===== src/rtl/sram_arbiter_if.sv =====
// Requester and SRAM pin bundle for sram_arbiter; the slave modport is the arbiter side,
// the master modport is the requester/pad side.
interface sram_arbiter_if;
  logic        i_req0, i_req1;
  logic        i_we0, i_we1;
  logic [18:0] i_addr0, i_addr1;
  logic [31:0] i_wdata0, i_wdata1;
  logic [3:0]  i_bmask0, i_bmask1;
  logic [31:0] o_rdata0, o_rdata1;
  logic        o_ack0, o_ack1;
  logic        o_busy;
  logic [17:0] o_sram_addr;
  logic [15:0] o_sram_dq_o;
  logic        o_sram_dq_oe;
  logic [15:0] i_sram_dq_i;
  logic        o_sram_ce_n, o_sram_we_n, o_sram_oe_n, o_sram_lb_n, o_sram_ub_n;

  modport slave (
    input  i_req0, i_req1, i_we0, i_we1, i_addr0, i_addr1,
    input  i_wdata0, i_wdata1, i_bmask0, i_bmask1, i_sram_dq_i,
    output o_rdata0, o_rdata1, o_ack0, o_ack1, o_busy,
    output o_sram_addr, o_sram_dq_o, o_sram_dq_oe,
    output o_sram_ce_n, o_sram_we_n, o_sram_oe_n, o_sram_lb_n, o_sram_ub_n
  );

  modport master (
    output i_req0, i_req1, i_we0, i_we1, i_addr0, i_addr1,
    output i_wdata0, i_wdata1, i_bmask0, i_bmask1, i_sram_dq_i,
    input  o_rdata0, o_rdata1, o_ack0, o_ack1, o_busy,
    input  o_sram_addr, o_sram_dq_o, o_sram_dq_oe,
    input  o_sram_ce_n, o_sram_we_n, o_sram_oe_n, o_sram_lb_n, o_sram_ub_n
  );
endinterface


===== src/rtl/sram_arbiter.sv =====
// Two-port arbiter for a 16-bit async SRAM: each 32-bit access becomes LO/HI halfword phases.
// Define SRAM_ARB_RR_EN for round-robin tie breaking; otherwise port 0 wins ties.
module sram_arbiter #(
  parameter int WAIT_CYC = 1
) (
  input  logic          i_clk,
  input  logic          i_rstn,
  sram_arbiter_if.slave bus,
  output logic [1:0]    o_dbg_state
);
  typedef enum logic [1:0] {IDLE = 2'd0, LO = 2'd1, HI = 2'd2, DONE = 2'd3} state_e;

  localparam logic [2:0] WAIT_LD = 3'(WAIT_CYC);

  // Requester handshake: req and its inputs stay stable until the one-cycle ack;
  // req is low in the cycle after ack unless a new access follows, and IDLE samples then.
  state_e      state_q, state_d;
  logic [2:0]  cnt_q, cnt_d;
  logic        gnt_q, gnt_d;
  logic        we_q, we_d;
  logic [16:0] waddr_q, waddr_d;
  logic [31:0] wdata_q, wdata_d;
  logic [3:0]  bmask_q, bmask_d;
  logic [15:0] rlo_q, rlo_d;
  logic [17:0] sram_addr_q, sram_addr_d;
  logic [15:0] dq_o_q, dq_o_d;
  logic        dq_oe_q, dq_oe_d;
  logic        ce_n_q, ce_n_d, we_n_q, we_n_d, oe_n_q, oe_n_d;
  logic        lb_n_q, lb_n_d, ub_n_q, ub_n_d;
  logic        ack0_q, ack0_d, ack1_q, ack1_d;
  logic [31:0] rdata0_q, rdata0_d, rdata1_q, rdata1_d;
`ifdef SRAM_ARB_RR_EN
  logic        ptr_q, ptr_d;
`endif

  logic        any_req, win, last, phase_d, hi_d;
  logic [18:0] sel_addr;
  logic        unused_addr_bits;

  assign unused_addr_bits = ^sel_addr[1:0];

  always_comb begin
    state_d     = state_q;
    cnt_d       = cnt_q;
    gnt_d       = gnt_q;
    we_d        = we_q;
    waddr_d     = waddr_q;
    wdata_d     = wdata_q;
    bmask_d     = bmask_q;
    rlo_d       = rlo_q;
    rdata0_d    = rdata0_q;
    rdata1_d    = rdata1_q;
    any_req     = bus.i_req0 | bus.i_req1;
    last        = (cnt_q == 3'd0);
`ifdef SRAM_ARB_RR_EN
    ptr_d       = ptr_q;
    win         = bus.i_req1 & (~bus.i_req0 | ptr_q);
`else
    win         = ~bus.i_req0;
`endif
    sel_addr    = win ? bus.i_addr1 : bus.i_addr0;

    case (state_q)
      IDLE: begin
        if (any_req) begin
          gnt_d   = win;
          we_d    = win ? bus.i_we1    : bus.i_we0;
          waddr_d = sel_addr[18:2];
          wdata_d = win ? bus.i_wdata1 : bus.i_wdata0;
          bmask_d = win ? bus.i_bmask1 : bus.i_bmask0;
          cnt_d   = WAIT_LD;
`ifdef SRAM_ARB_RR_EN
          ptr_d   = ~win;
`endif
          if (we_d && bmask_d == 4'd0)           state_d = DONE;
          else if (we_d && bmask_d[1:0] == 2'd0) state_d = HI;
          else                                   state_d = LO;
        end
      end
      LO: begin
        if (!last) begin
          cnt_d = cnt_q - 3'd1;
        end else begin
          if (!we_q) rlo_d = bus.i_sram_dq_i;
          cnt_d   = WAIT_LD;
          state_d = (we_q && bmask_q[3:2] == 2'd0) ? DONE : HI;
        end
      end
      HI: begin
        if (!last) begin
          cnt_d = cnt_q - 3'd1;
        end else begin
          // The high halfword arrives on the same edge that enters DONE.
          if (!we_q && !gnt_q) rdata0_d = {bus.i_sram_dq_i, rlo_q};
          if (!we_q &&  gnt_q) rdata1_d = {bus.i_sram_dq_i, rlo_q};
          state_d = DONE;
        end
      end
      DONE:    state_d = IDLE;
      default: state_d = IDLE;
    endcase

    // Pin outputs are computed from next-state values so every strobe leaves a flop.
    phase_d     = (state_d == LO) || (state_d == HI);
    hi_d        = (state_d == HI);
    ce_n_d      = ~phase_d;
    oe_n_d      = ~(phase_d & ~we_d);
    we_n_d      = ~(phase_d & we_d & (cnt_d != 3'd0));
    lb_n_d      = ~phase_d | (we_d & ~(hi_d ? bmask_d[2] : bmask_d[0]));
    ub_n_d      = ~phase_d | (we_d & ~(hi_d ? bmask_d[3] : bmask_d[1]));
    dq_oe_d     = phase_d & we_d;
    sram_addr_d = phase_d ? {waddr_d, hi_d} : sram_addr_q;
    dq_o_d      = dq_oe_d ? (hi_d ? wdata_d[31:16] : wdata_d[15:0]) : dq_o_q;
    ack0_d      = (state_d == DONE) & ~gnt_d;
    ack1_d      = (state_d == DONE) &  gnt_d;
  end

  always_ff @(posedge i_clk or negedge i_rstn) begin
    if (!i_rstn) begin
      state_q     <= IDLE;
      cnt_q       <= 3'd0;
      gnt_q       <= 1'b0;
      we_q        <= 1'b0;
      waddr_q     <= 17'd0;
      wdata_q     <= 32'd0;
      bmask_q     <= 4'd0;
      rlo_q       <= 16'd0;
      sram_addr_q <= 18'd0;
      dq_o_q      <= 16'd0;
      dq_oe_q     <= 1'b0;
      ce_n_q      <= 1'b1;
      we_n_q      <= 1'b1;
      oe_n_q      <= 1'b1;
      lb_n_q      <= 1'b1;
      ub_n_q      <= 1'b1;
      ack0_q      <= 1'b0;
      ack1_q      <= 1'b0;
      rdata0_q    <= 32'd0;
      rdata1_q    <= 32'd0;
`ifdef SRAM_ARB_RR_EN
      ptr_q       <= 1'b0;
`endif
    end else begin
      state_q     <= state_d;
      cnt_q       <= cnt_d;
      gnt_q       <= gnt_d;
      we_q        <= we_d;
      waddr_q     <= waddr_d;
      wdata_q     <= wdata_d;
      bmask_q     <= bmask_d;
      rlo_q       <= rlo_d;
      sram_addr_q <= sram_addr_d;
      dq_o_q      <= dq_o_d;
      dq_oe_q     <= dq_oe_d;
      ce_n_q      <= ce_n_d;
      we_n_q      <= we_n_d;
      oe_n_q      <= oe_n_d;
      lb_n_q      <= lb_n_d;
      ub_n_q      <= ub_n_d;
      ack0_q      <= ack0_d;
      ack1_q      <= ack1_d;
      rdata0_q    <= rdata0_d;
      rdata1_q    <= rdata1_d;
`ifdef SRAM_ARB_RR_EN
      ptr_q       <= ptr_d;
`endif
    end
  end

  assign bus.o_sram_addr  = sram_addr_q;
  assign bus.o_sram_dq_o  = dq_o_q;
  assign bus.o_sram_dq_oe = dq_oe_q;
  assign bus.o_sram_ce_n  = ce_n_q;
  assign bus.o_sram_we_n  = we_n_q;
  assign bus.o_sram_oe_n  = oe_n_q;
  assign bus.o_sram_lb_n  = lb_n_q;
  assign bus.o_sram_ub_n  = ub_n_q;
  assign bus.o_ack0       = ack0_q;
  assign bus.o_ack1       = ack1_q;
  assign bus.o_rdata0     = rdata0_q;
  assign bus.o_rdata1     = rdata1_q;
  assign bus.o_busy       = (state_q != IDLE);
  assign o_dbg_state      = state_q;
endmodule

===== src/flat_wrapper.sv =====
// flat-port wrapper written by rule: the top's interface ports become plain ports
module sram_arbiter_flat 
#(
  parameter int WAIT_CYC = 1
)
  (i_clk, i_rstn, o_dbg_state, bus_i_req0, bus_i_req1, bus_i_we0, bus_i_we1, bus_i_addr0, bus_i_addr1, bus_i_wdata0, bus_i_wdata1, bus_i_bmask0, bus_i_bmask1, bus_i_sram_dq_i, bus_o_rdata0, bus_o_rdata1, bus_o_ack0, bus_o_ack1, bus_o_busy, bus_o_sram_addr, bus_o_sram_dq_o, bus_o_sram_dq_oe, bus_o_sram_ce_n, bus_o_sram_we_n, bus_o_sram_oe_n, bus_o_sram_lb_n, bus_o_sram_ub_n);
  sram_arbiter_if bus_i ();
  input  logic i_clk;
  input  logic i_rstn;
  output logic [1:0] o_dbg_state;
  input wire logic [$bits(bus_i.i_req0)-1:0] bus_i_req0;
  input wire logic [$bits(bus_i.i_req1)-1:0] bus_i_req1;
  input wire logic [$bits(bus_i.i_we0)-1:0] bus_i_we0;
  input wire logic [$bits(bus_i.i_we1)-1:0] bus_i_we1;
  input wire logic [$bits(bus_i.i_addr0)-1:0] bus_i_addr0;
  input wire logic [$bits(bus_i.i_addr1)-1:0] bus_i_addr1;
  input wire logic [$bits(bus_i.i_wdata0)-1:0] bus_i_wdata0;
  input wire logic [$bits(bus_i.i_wdata1)-1:0] bus_i_wdata1;
  input wire logic [$bits(bus_i.i_bmask0)-1:0] bus_i_bmask0;
  input wire logic [$bits(bus_i.i_bmask1)-1:0] bus_i_bmask1;
  input wire logic [$bits(bus_i.i_sram_dq_i)-1:0] bus_i_sram_dq_i;
  output wire logic [$bits(bus_i.o_rdata0)-1:0] bus_o_rdata0;
  output wire logic [$bits(bus_i.o_rdata1)-1:0] bus_o_rdata1;
  output wire logic [$bits(bus_i.o_ack0)-1:0] bus_o_ack0;
  output wire logic [$bits(bus_i.o_ack1)-1:0] bus_o_ack1;
  output wire logic [$bits(bus_i.o_busy)-1:0] bus_o_busy;
  output wire logic [$bits(bus_i.o_sram_addr)-1:0] bus_o_sram_addr;
  output wire logic [$bits(bus_i.o_sram_dq_o)-1:0] bus_o_sram_dq_o;
  output wire logic [$bits(bus_i.o_sram_dq_oe)-1:0] bus_o_sram_dq_oe;
  output wire logic [$bits(bus_i.o_sram_ce_n)-1:0] bus_o_sram_ce_n;
  output wire logic [$bits(bus_i.o_sram_we_n)-1:0] bus_o_sram_we_n;
  output wire logic [$bits(bus_i.o_sram_oe_n)-1:0] bus_o_sram_oe_n;
  output wire logic [$bits(bus_i.o_sram_lb_n)-1:0] bus_o_sram_lb_n;
  output wire logic [$bits(bus_i.o_sram_ub_n)-1:0] bus_o_sram_ub_n;
  assign bus_i.i_req0 = bus_i_req0;
  assign bus_i.i_req1 = bus_i_req1;
  assign bus_i.i_we0 = bus_i_we0;
  assign bus_i.i_we1 = bus_i_we1;
  assign bus_i.i_addr0 = bus_i_addr0;
  assign bus_i.i_addr1 = bus_i_addr1;
  assign bus_i.i_wdata0 = bus_i_wdata0;
  assign bus_i.i_wdata1 = bus_i_wdata1;
  assign bus_i.i_bmask0 = bus_i_bmask0;
  assign bus_i.i_bmask1 = bus_i_bmask1;
  assign bus_i.i_sram_dq_i = bus_i_sram_dq_i;
  assign bus_o_rdata0 = bus_i.o_rdata0;
  assign bus_o_rdata1 = bus_i.o_rdata1;
  assign bus_o_ack0 = bus_i.o_ack0;
  assign bus_o_ack1 = bus_i.o_ack1;
  assign bus_o_busy = bus_i.o_busy;
  assign bus_o_sram_addr = bus_i.o_sram_addr;
  assign bus_o_sram_dq_o = bus_i.o_sram_dq_o;
  assign bus_o_sram_dq_oe = bus_i.o_sram_dq_oe;
  assign bus_o_sram_ce_n = bus_i.o_sram_ce_n;
  assign bus_o_sram_we_n = bus_i.o_sram_we_n;
  assign bus_o_sram_oe_n = bus_i.o_sram_oe_n;
  assign bus_o_sram_lb_n = bus_i.o_sram_lb_n;
  assign bus_o_sram_ub_n = bus_i.o_sram_ub_n;
  sram_arbiter #(.WAIT_CYC(WAIT_CYC)) u_core (.i_clk(i_clk), .i_rstn(i_rstn), .bus(bus_i), .o_dbg_state(o_dbg_state));
endmodule

===== config.mk =====
export PLATFORM = sky130hd
export DESIGN_NAME = sram_arbiter_flat
export DESIGN_NICKNAME = d
export VERILOG_FILES = /design/src/rtl/sram_arbiter_if.sv /design/src/rtl/sram_arbiter.sv /design/src/flat_wrapper.sv
export SDC_FILE = /design/constraint.sdc
export NUM_CORES = 1
export LEC_CHECK = 0
export ABC_AREA = 1
export CORE_MARGIN = 1.5
export CORE_UTILIZATION = 39
export CTS_BUF_LIST = sky130_fd_sc_hd__clkbuf_4
export CTS_CLUSTER_DIAMETER = 200
export DETAILED_ROUTE_END_ITERATION = 8
export PLACE_DENSITY = 0.67
export SLEW_MARGIN = 20
export SYNTH_ARGS = -nofsm -noshare
export SYNTH_HDL_FRONTEND = slang
export SYNTH_SLANG_ARGS = --single-unit

===== constraint.sdc =====
create_clock -name i_clk -period 3.3 [get_ports i_clk]
set_input_delay 0.66 -clock i_clk [delete_from_list [all_inputs] [get_ports i_clk]]
set_output_delay 0.66 -clock i_clk [all_outputs]
set_load 0.05 [all_outputs]

==> results.cfg, run 1 <==
[run_status]
status = finished, final reports clean

[logic_synthesis]
synth_edf_count = 0
syn_area_per_cell_um2 = 8.379
syn_area_mm2 = 0.008153
ys_async_sr_fraction_pct = 100.0
synthCells = 973
synth_top_cell_area_share_pct = 54.33
ys_ff_latch = 182
yosysWarnings = 0
yosys.area.top_type = dfrtp_1
yosysSeqAreaShare_pct = 55.94
ys.flop_type = dfrtp_1
ys_types = 30
syn-num-nets = 1110
netlist_top_cells_area = dfrtp_1, nand2_1, o21ai_0, inv_1, and2_1

[critical_path]
critPathCaptureType = output port
critPathKind = flop to output port
cpMaxStageDelayCell = clkdlybuf4s50_1
crit_required_ps = 2640
crit_chain = inv_1 -> nand2_1 -> clkdlybuf4s50_1
setup.worst_path.start_class = flop
reg2reg_depth = 9
crit_fanout = 7
crit_arrival_ps = 2110
cpPeakStageDelay_ps = 820

[clocking]
clkSinkCount = 182
root_buffer = clkbuf_4
clk_pin_slew_worst_paths_ps = 140
clk_path_buf_depth = 2
cts_buffers = 17
cts_tree = done
clk_latency_ps = 560
h-tree-depth = 4
cts_resized = 0
hold_buffers = 0
post-cts-setup-buffer-count = 0

[route]
dr.max_layer_used = met4
vias_per_cell = 4.647
routed-wl-met3_mm = 1.408
wl_met2_mm = 9.774
drc = 0
routed_wl_mm = 20.99
wl_per_cell_um = 14.17
drt-initial-drc-count = 366
met1_length_mm = 9.393
dr.pass1.iters = 5
vias = 6882
ant_nets = 0

[timing]
relSlewSlack_pct = 34.93
worst_slew_pin_slew_ps = 973.6
fmax_mhz = 361.2
min_period_ps = 2769
finalMaxSlewViolations = 0
tns_ps = 0
final-hold-violation-count = 0
min_period_over_period_pct = 83.90
setup_viol = 0
fin_skew_ps = 26.89
rsz0062_at_grt = false

[final_layout]
area_growth_pct = 35.85
final_common_cell = nand2_1
num-nets-final = 1334
final_util_pct = 54.39
drive_above_1_share_pct = 7.190
layout_common_cells = nand2_1, clkdlybuf4s50_1, dfrtp_1, inv_1, o21ai_0

[floorplanning]
boundaryPins = 241
chipHeight_um = 147.6
rows = 52
die_area_mm2 = 0.02178
die_w_um = 147.6
initial_utilization_pct = 40.03
core-area_mm2 = 0.02036

[run]
maxCapViolations = 0

[pwr]
swShare_pct = 49.33
peakVddDrop_mv = 0.4250
seqPwrFrac_pct = 31.7
p_per_area_mw_per_mm2 = 1084
combinationalPowerShare_pct = 57.7
p_sw_uw = 5922
clkPwrFrac_pct = 10.6
p_leak_uw = 0.005421
internal-power_uw = 6083

[global_routing]
grt-ovfl-total = 0
grt_usage_pct = 19.48
grt_antenna_before_repair = 1
grt_pass1_wl_mm = 33.35
grt_max_degree = 80
grt_pass1_vias = 6444

[placed_design]
place.gp.congestion = 0.7846
numPortBuffers = 236
dpl.hpwl_mm = 14.86

[min_path]
min_path_type = input pin to asynchronous set/reset pin
==> cell type report <==
type | instances | area (um2)
Multi-Input combinational cell | 635 | 2963
Sequential cell | 182 | 4561
Clock inverter | 13 | 146.4
Clock buffer | 19 | 142.6
Timing Repair Buffer | 254 | 2521
Inverter | 107 | 401.6
Antenna cell | 1 | 2.502
Fill cell | 1926 | 9289
Tap cell | 270 | 337.8
==> state kept, by name, summed over array words and instances (netlist names), 3 cells and up <==
| name | count |
|---|---|
| u_core.bus.o_sram_dq_o | 16 |
| u_core.waddr_q | 17 |
| u_core.cnt_q | 3 |
| u_core.rlo_q | 16 |
| u_core.bus.o_sram_addr | 18 |
| u_core.wdata_q | 32 |
| u_core.bus.o_rdata0 | 32 |
| u_core.bus.o_rdata1 | 32 |
| u_core.bmask_q | 4 |
==> per-stage QoR <==
step	instances	area, um2	setup WS [ps]	hold WS [ps]	power [uW]
after floorplan	973	8153	609.4	364.4	8545
after global placement	1448	10780	280.4	457.3	10740
after detailed placement	1448	10780	207.5	462.0	10850
after CTS	1480	11070	452.4	94.25	12130
after global routing	1481	11080	367.8	114.2	12880
final	1481	11080	531.3	116.4	12010
==> per-layer routing <==
metal / track usage (%) / vias to the layer above
met5: 0 / -
met2: 31.71 / 220
met1: 25.76 / 3143
li1: - / 3494
met3: 4.568 / 25
met4: 6.100 / 0
==> power by group through the flow <==
| stage | combinational, uW | clock (uW) | sequential (uW) |
|---|---|---|---|
| after detailed placement | 7000 | 0 | 3850 |
| after CTS | 7000 | 1310 | 3820 |
| after floorplan | 2660 | 0 | 5880 |
| after global routing | 7560 | 1400 | 3930 |
| final | 6930 | 1270 | 3810 |
| after global placement | 6900 | 0 | 3840 |
==> critical path: cells and delay by family (launching register included) <==
family        cells  cell delay, ps
buf+inv           2             940
flops             1             520
simple gates      1             110
==> final timing paths <==
kind	from	end	slack (ps)
max reg2reg	u_core.o_dbg_state[0]	u_core.bus.o_sram_dq_o[3]	970
min in group i_clk	u_core.waddr_q[1]	u_core.waddr_q[1]	500
min reg2reg	u_core.waddr_q[1]	u_core.waddr_q[1]	500
min	i_rstn	u_core.bus.o_rdata1[2]	120
max in group asynchronous	i_rstn	u_core.bus.o_sram_we_n	2410
max	u_core.o_dbg_state[0]	bus_o_busy	530
==> cells in the mapped netlist, types with 4 or more instances <==
library cell,count
o21ai_0,99
ha_1,5
nand4_1,17
o21ai_1,5
nand3_1,42
buf_2,14
nor2_1,46
clkbuf_1,27
dfstp_2,5
nand2_1,348
a21oi_1,4
dfrtp_1,177
buf_1,4
o31ai_2,17
inv_1,103
and2_1,36
==> cells by family (layout without fill, tap and decap cells) <==
| group | after synthesis | in the layout | synth area share, % |
|---|---|---|---|
| simple gates | 499 | 499 | 25.68 |
| flops | 182 | 182 | 55.94 |
| buf+inv | 156 | 393 | 7.719 |
| compound gates | 131 | 131 | 9.899 |
| fa+ha+maj | 5 | 5 | 0.7673 |
| other cells | 0 | 1 | 0 |
Power figures use the tool's default switching activity.
==> run 2, diff against run 1 <==
Clock period 3.3 ns to 2.8 ns, I/O delays scaled along.
==> run 2 against run 1 <==
Critical endpoint is now o_dbg_state[0]. Die area stayed put. Worst hold slack better by 380 ps. Final area increased by 0.97%. Clock power up 10%. First-iteration DRC count up 11%. Via count rose by 0.26%. Critical path depth is 2 lower. Highest routed layer unchanged. Count of clock-buffer cells in the layout shrank 2. Sequential power up 18%.
==> results.cfg, run 2 (synthesis results as in run 1) <==
[floorplanning]
chipHeight_um = 147.6
rows = 52
boundaryPins = 241
initial_utilization_pct = 40.03
core-area_mm2 = 0.02036
die_w_um = 147.6
die_area_mm2 = 0.02178

[route]
vias_per_cell = 4.622
dr.pass1.iters = 5
routed_wl_mm = 21.05
drt-initial-drc-count = 406
drc = 0
wl_per_cell_um = 14.10
vias = 6900
ant_nets = 0

[critical_path]
critPathBufInv = 1
critPathKind = flop to output port
crit_required_ps = 2240
crit_arrival_ps = 1950
cpPeakStageDelay_ps = 860
cpMaxStageDelayCell = clkdlybuf4s50_1
setup.worst_path.start_class = flop
cp_top_family = buffers and inverters
crit_chain = clkdlybuf4s50_1
crit_fanout = 7
critPathCaptureType = output port

[run_status]
status = finished, final reports clean

[pwr]
power_uw = 14210
p_leak_uw = 0.005495
p_per_area_mw_per_mm2 = 1271
peakVddDrop_mv = 0.4025

[clocking]
clk_latency_ps = 580
cts_tree = done
post-cts-setup-buffer-count = 0
clk_path_buf_depth = 2
cts_buffers = 17
clkSinkCount = 182
h-tree-depth = 4
root_buffer = clkbuf_4
clk_pin_slew_worst_paths_ps = 150

[min_path]
min_path_type = flop to flop

[placed_design]
place.gp.congestion = 0.7894
dpl.hpwl_mm = 15.30
numPortBuffers = 236

[global_routing]
grt_pass1_wl_mm = 34.24
grt_pass1_vias = 6791
grt_max_degree = 69
grt_antenna_before_repair = 1
grt-ovfl-total = 0
grt_usage_pct = 20.07

[timing]
min_period_ps = 2506
final-hold-violation-count = 0
min_period_over_period_pct = 89.49
setup_viol = 0
finalMaxSlewViolations = 0
fin_skew_ps = 27.83
tns_ps = 0
rsz0062_at_grt = false
fmax_mhz = 399.1
worst_slew_pin_slew_ps = 579.1
relSlewSlack_pct = 61.27

[final_layout]
drive_above_1_share_pct = 8.020
num-nets-final = 1346
fillers = 1957
final_common_cell = nand2_1
seq_area_mm2 = 0.004561
area_growth_pct = 37.17
layout_common_cells = nand2_1, clkdlybuf4s50_1, dfrtp_1, inv_1, o21ai_0
multiInputGateArea_mm2 = 0.002963

[run]
maxCapViolations = 0
[run 2: cell type report]
cell class | count | share of cell area [%]
sequential | 182 | 40.78
multi-input combinational | 635 | 26.49
timing repair buffer | 266 | 23.73
inverter | 107 | 3.591
tap | 270 | 3.021
clock inverter | 15 | 1.220
clock buffer | 17 | 1.141
antenna | 1 | 0.02238
[run 2: timing repair]
action	4_1_cts	5_1_grt
resized for setup	0	1
hold buffers	1	0
endpoints found under the setup margin	0	1
hold endpoints to repair	59	0
[run 2: path summary, 6_finish.rpt]
check,depth (start not counted),slack [ps],from,to
setup reg to reg,14,560,u_core.cnt_q[0],u_core.bus.o_sram_dq_o[5]
min in group asynchronous,2,520,i_rstn,u_core.bus.o_rdata0[30]
hold reg to reg,2,490,u_core.waddr_q[0],u_core.waddr_q[0]
setup / recovery,1,290,u_core.o_dbg_state[0],o_dbg_state[0]
hold / removal,2,490,u_core.waddr_q[0],u_core.waddr_q[0]
max in group asynchronous,3,1490,i_rstn,u_core.bus.o_sram_oe_n
[run 2: through the flow]
step           hold slack, ps  instances  setup slack [ps]  utilization (%)  cell area [um2]
6_report                494.6       1493             294.4            54.92            11180
5_1_grt                 495.5       1493             196.7            54.92            11180
4_1_cts                 497.9       1492             41.87            54.89            11180
3_5_place_dp            462.8       1459             31.10            53.55            10900
3_3_place_gp            457.8       1459             65.76            53.55            10900
2_1_floorplan           264.4        973             109.4                -             8153
[run 2: power by group]
part / total (uW) / switching [uW] / internal (uW)
clock network: 1400 / 1000 / 393
registers: 4510 / 599 / 3910
logic: 8300 / 5500 / 2810
total: 14200 / 7100 / 7110
[run 2: metal layers]
layer / vias up / GRT usage, % / wire, um
met5: - / 0 / 0
met4: 0 / 6.450 / 386
met3: 23 / 4.969 / 1237
met2: 219 / 32.41 / 9981
met1: 3156 / 26.55 / 9443
li1: 3502 / - / -
==> run 3, diff against run 2 <==
Settings changed: CORE_UTILIZATION 39 to 49, PLACE_DENSITY 0.67 to 0.82, SKIP_CTS_REPAIR_TIMING from default to 1.
==> run 3 against run 2 <==
Flip-flop and latch count unchanged. Combinational power up 0.5%. Critical endpoint unchanged. Sequential power about the same. Highest routed layer unchanged.
==> results.cfg, run 3 (synthesis results as in run 1) <==
[run_status]
status = finished, final reports clean

[route]
routed_wl_mm = 20.56
vias_per_cell = 4.967
dr.max_layer_used = met4
drt-initial-drc-count = 471
vias = 7132
wl_met2_mm = 9.979
routed-wl-met3_mm = 1.387
wl_per_cell_um = 14.32
ant_nets = 0
drc = 0
met1_length_mm = 8.575
dr.pass1.iters = 5

[critical_path]
reg2reg_depth = 12
cp_top_family = buffers and inverters
setup.worst_path.start_class = flop
critPathKind = flop to output port
critPathCaptureType = output port
cpPeakStageDelay_ps = 870
crit_required_ps = 2240
crit_arrival_ps = 1960
cpMaxStageDelayCell = clkdlybuf4s50_1
critPathBufInv = 1
path_depth = 1
crit_chain = clkdlybuf4s50_1
crit_fanout = 7

[final_layout]
num-nets-final = 1344
area_growth_pct = 36.31
seq_area_mm2 = 0.004561
drive_above_1_share_pct = 7.711
multiInputGateArea_mm2 = 0.002963
fillers = 1290
final_common_cell = nand2_1
layout_common_cells = nand2_1, clkdlybuf4s50_1, dfrtp_1, inv_1, o21ai_0

[pwr]
power_uw = 14340
p_sw_uw = 6974
internal-power_uw = 7367
peakVddDrop_mv = 0.6083
p_leak_uw = 0.005487
swShare_pct = 48.63
seqPwrFrac_pct = 31.4
clkPwrFrac_pct = 10.5
combinationalPowerShare_pct = 58.1
p_per_area_mw_per_mm2 = 1290

[placed_design]
dpl.hpwl_mm = 14.82
place.gp.congestion = 0.8288
pre_cts_slack_ps = 60.83
numPortBuffers = 236

[clocking]
cts_tree = done
clkSinkCount = 182
clk_latency_ps = 560
h-tree-depth = 4
clk_path_buf_depth = 2
clk_pin_slew_worst_paths_ps = 140
cts_buffers = 17
root_buffer = clkbuf_4

[timing]
min_period_over_period_pct = 89.92
final-hold-violation-count = 0
fmax_mhz = 397.2
fin_skew_ps = 17.69
relSlewSlack_pct = 57.70
worst_hold_slack_ps = 490.5
tns_ps = 0
rsz0062_at_grt = false
finalMaxSlewViolations = 0
min_period_ps = 2518
worst_slew_pin_slew_ps = 634.5
setup_viol = 0
setup_ws_ps = 282.2

[global_routing]
grt_pass1_wl_mm = 34.29
grt_pass1_vias = 6985
grt-ovfl-total = 0
grt_antenna_before_repair = 1
grt_usage_pct = 24.63
grt_max_degree = 69

[floorplanning]
rows = 46
chipHeight_um = 132.0
die_w_um = 132.0
core-area_mm2 = 0.01606
initial_utilization_pct = 50.77
boundaryPins = 241
die_area_mm2 = 0.01742

[min_path]
hold_path_depth = 2
min_path_type = flop to flop

[run]
maxCapViolations = 0
## run 3: cell count changes in the layout (fill, tap and decap cells not counted)
cell       delta
buf_12        -1
buf_4         -1
buf_6         +1
bufinv_16     +3
clkbuf_4      +1
clkbuf_8      -1
clkinv_1      +1
clkinv_2      +1
clkinv_4      +1
clkinv_8      -1
inv_6         -3
inv_8         -4
## run 3: power groups by stage
stage	sequential [uW]	combinational (uW)	clock, uW
floorplan	6930	3140	0
global placement	4510	8190	0
detailed placement	4550	8370	0
CTS	4500	8390	1530
global route	4650	9010	1640
finish	4500	8340	1500
## run 3: through the flow
stage               std cells  utilization [%]  cell area (um2)
CTS                      1434            69.11            11100
global route             1436            69.21            11110
finish                   1436            69.21            11110
floorplan                 973                -             8153
global placement         1403            67.30            10810
detailed placement       1403            67.30            10810
## run 3: layout make-up
class | instances | share of cell area [%]
repair buffers | 264 | 23.61
inverters | 107 | 3.614
diodes | 1 | 0.02252
flip-flops and latches | 182 | 41.04
well taps | 216 | 2.432
clock inverters | 13 | 1.407
clock buffers | 18 | 1.216
multi-input cells | 635 | 26.66
## run 3: final timing paths
| path | start | end | slack, ps |
|---|---|---|---|
| max | u_core.o_dbg_state[0] | o_dbg_state[0] | 280 |
| max in group asynchronous | i_rstn | u_core.bus.o_rdata1[28] | 1460 |
| min | u_core.waddr_q[0] | u_core.waddr_q[0] | 490 |
| min in group asynchronous | i_rstn | u_core.bus.o_rdata0[28] | 550 |
| min reg2reg | u_core.waddr_q[0] | u_core.waddr_q[0] | 490 |
| max reg2reg | u_core.cnt_q[0] | u_core.bus.o_sram_addr[3] | 600 |
## run 3: routing by layer
| metal | vias to the layer above | track usage (%) |
|---|---|---|
| li1 | 3506 | - |
| met1 | 3308 | 30.62 |
| met2 | 272 | 41.54 |
| met3 | 46 | 5.575 |
| met4 | 0 | 10.31 |
| met5 | - | 0 |
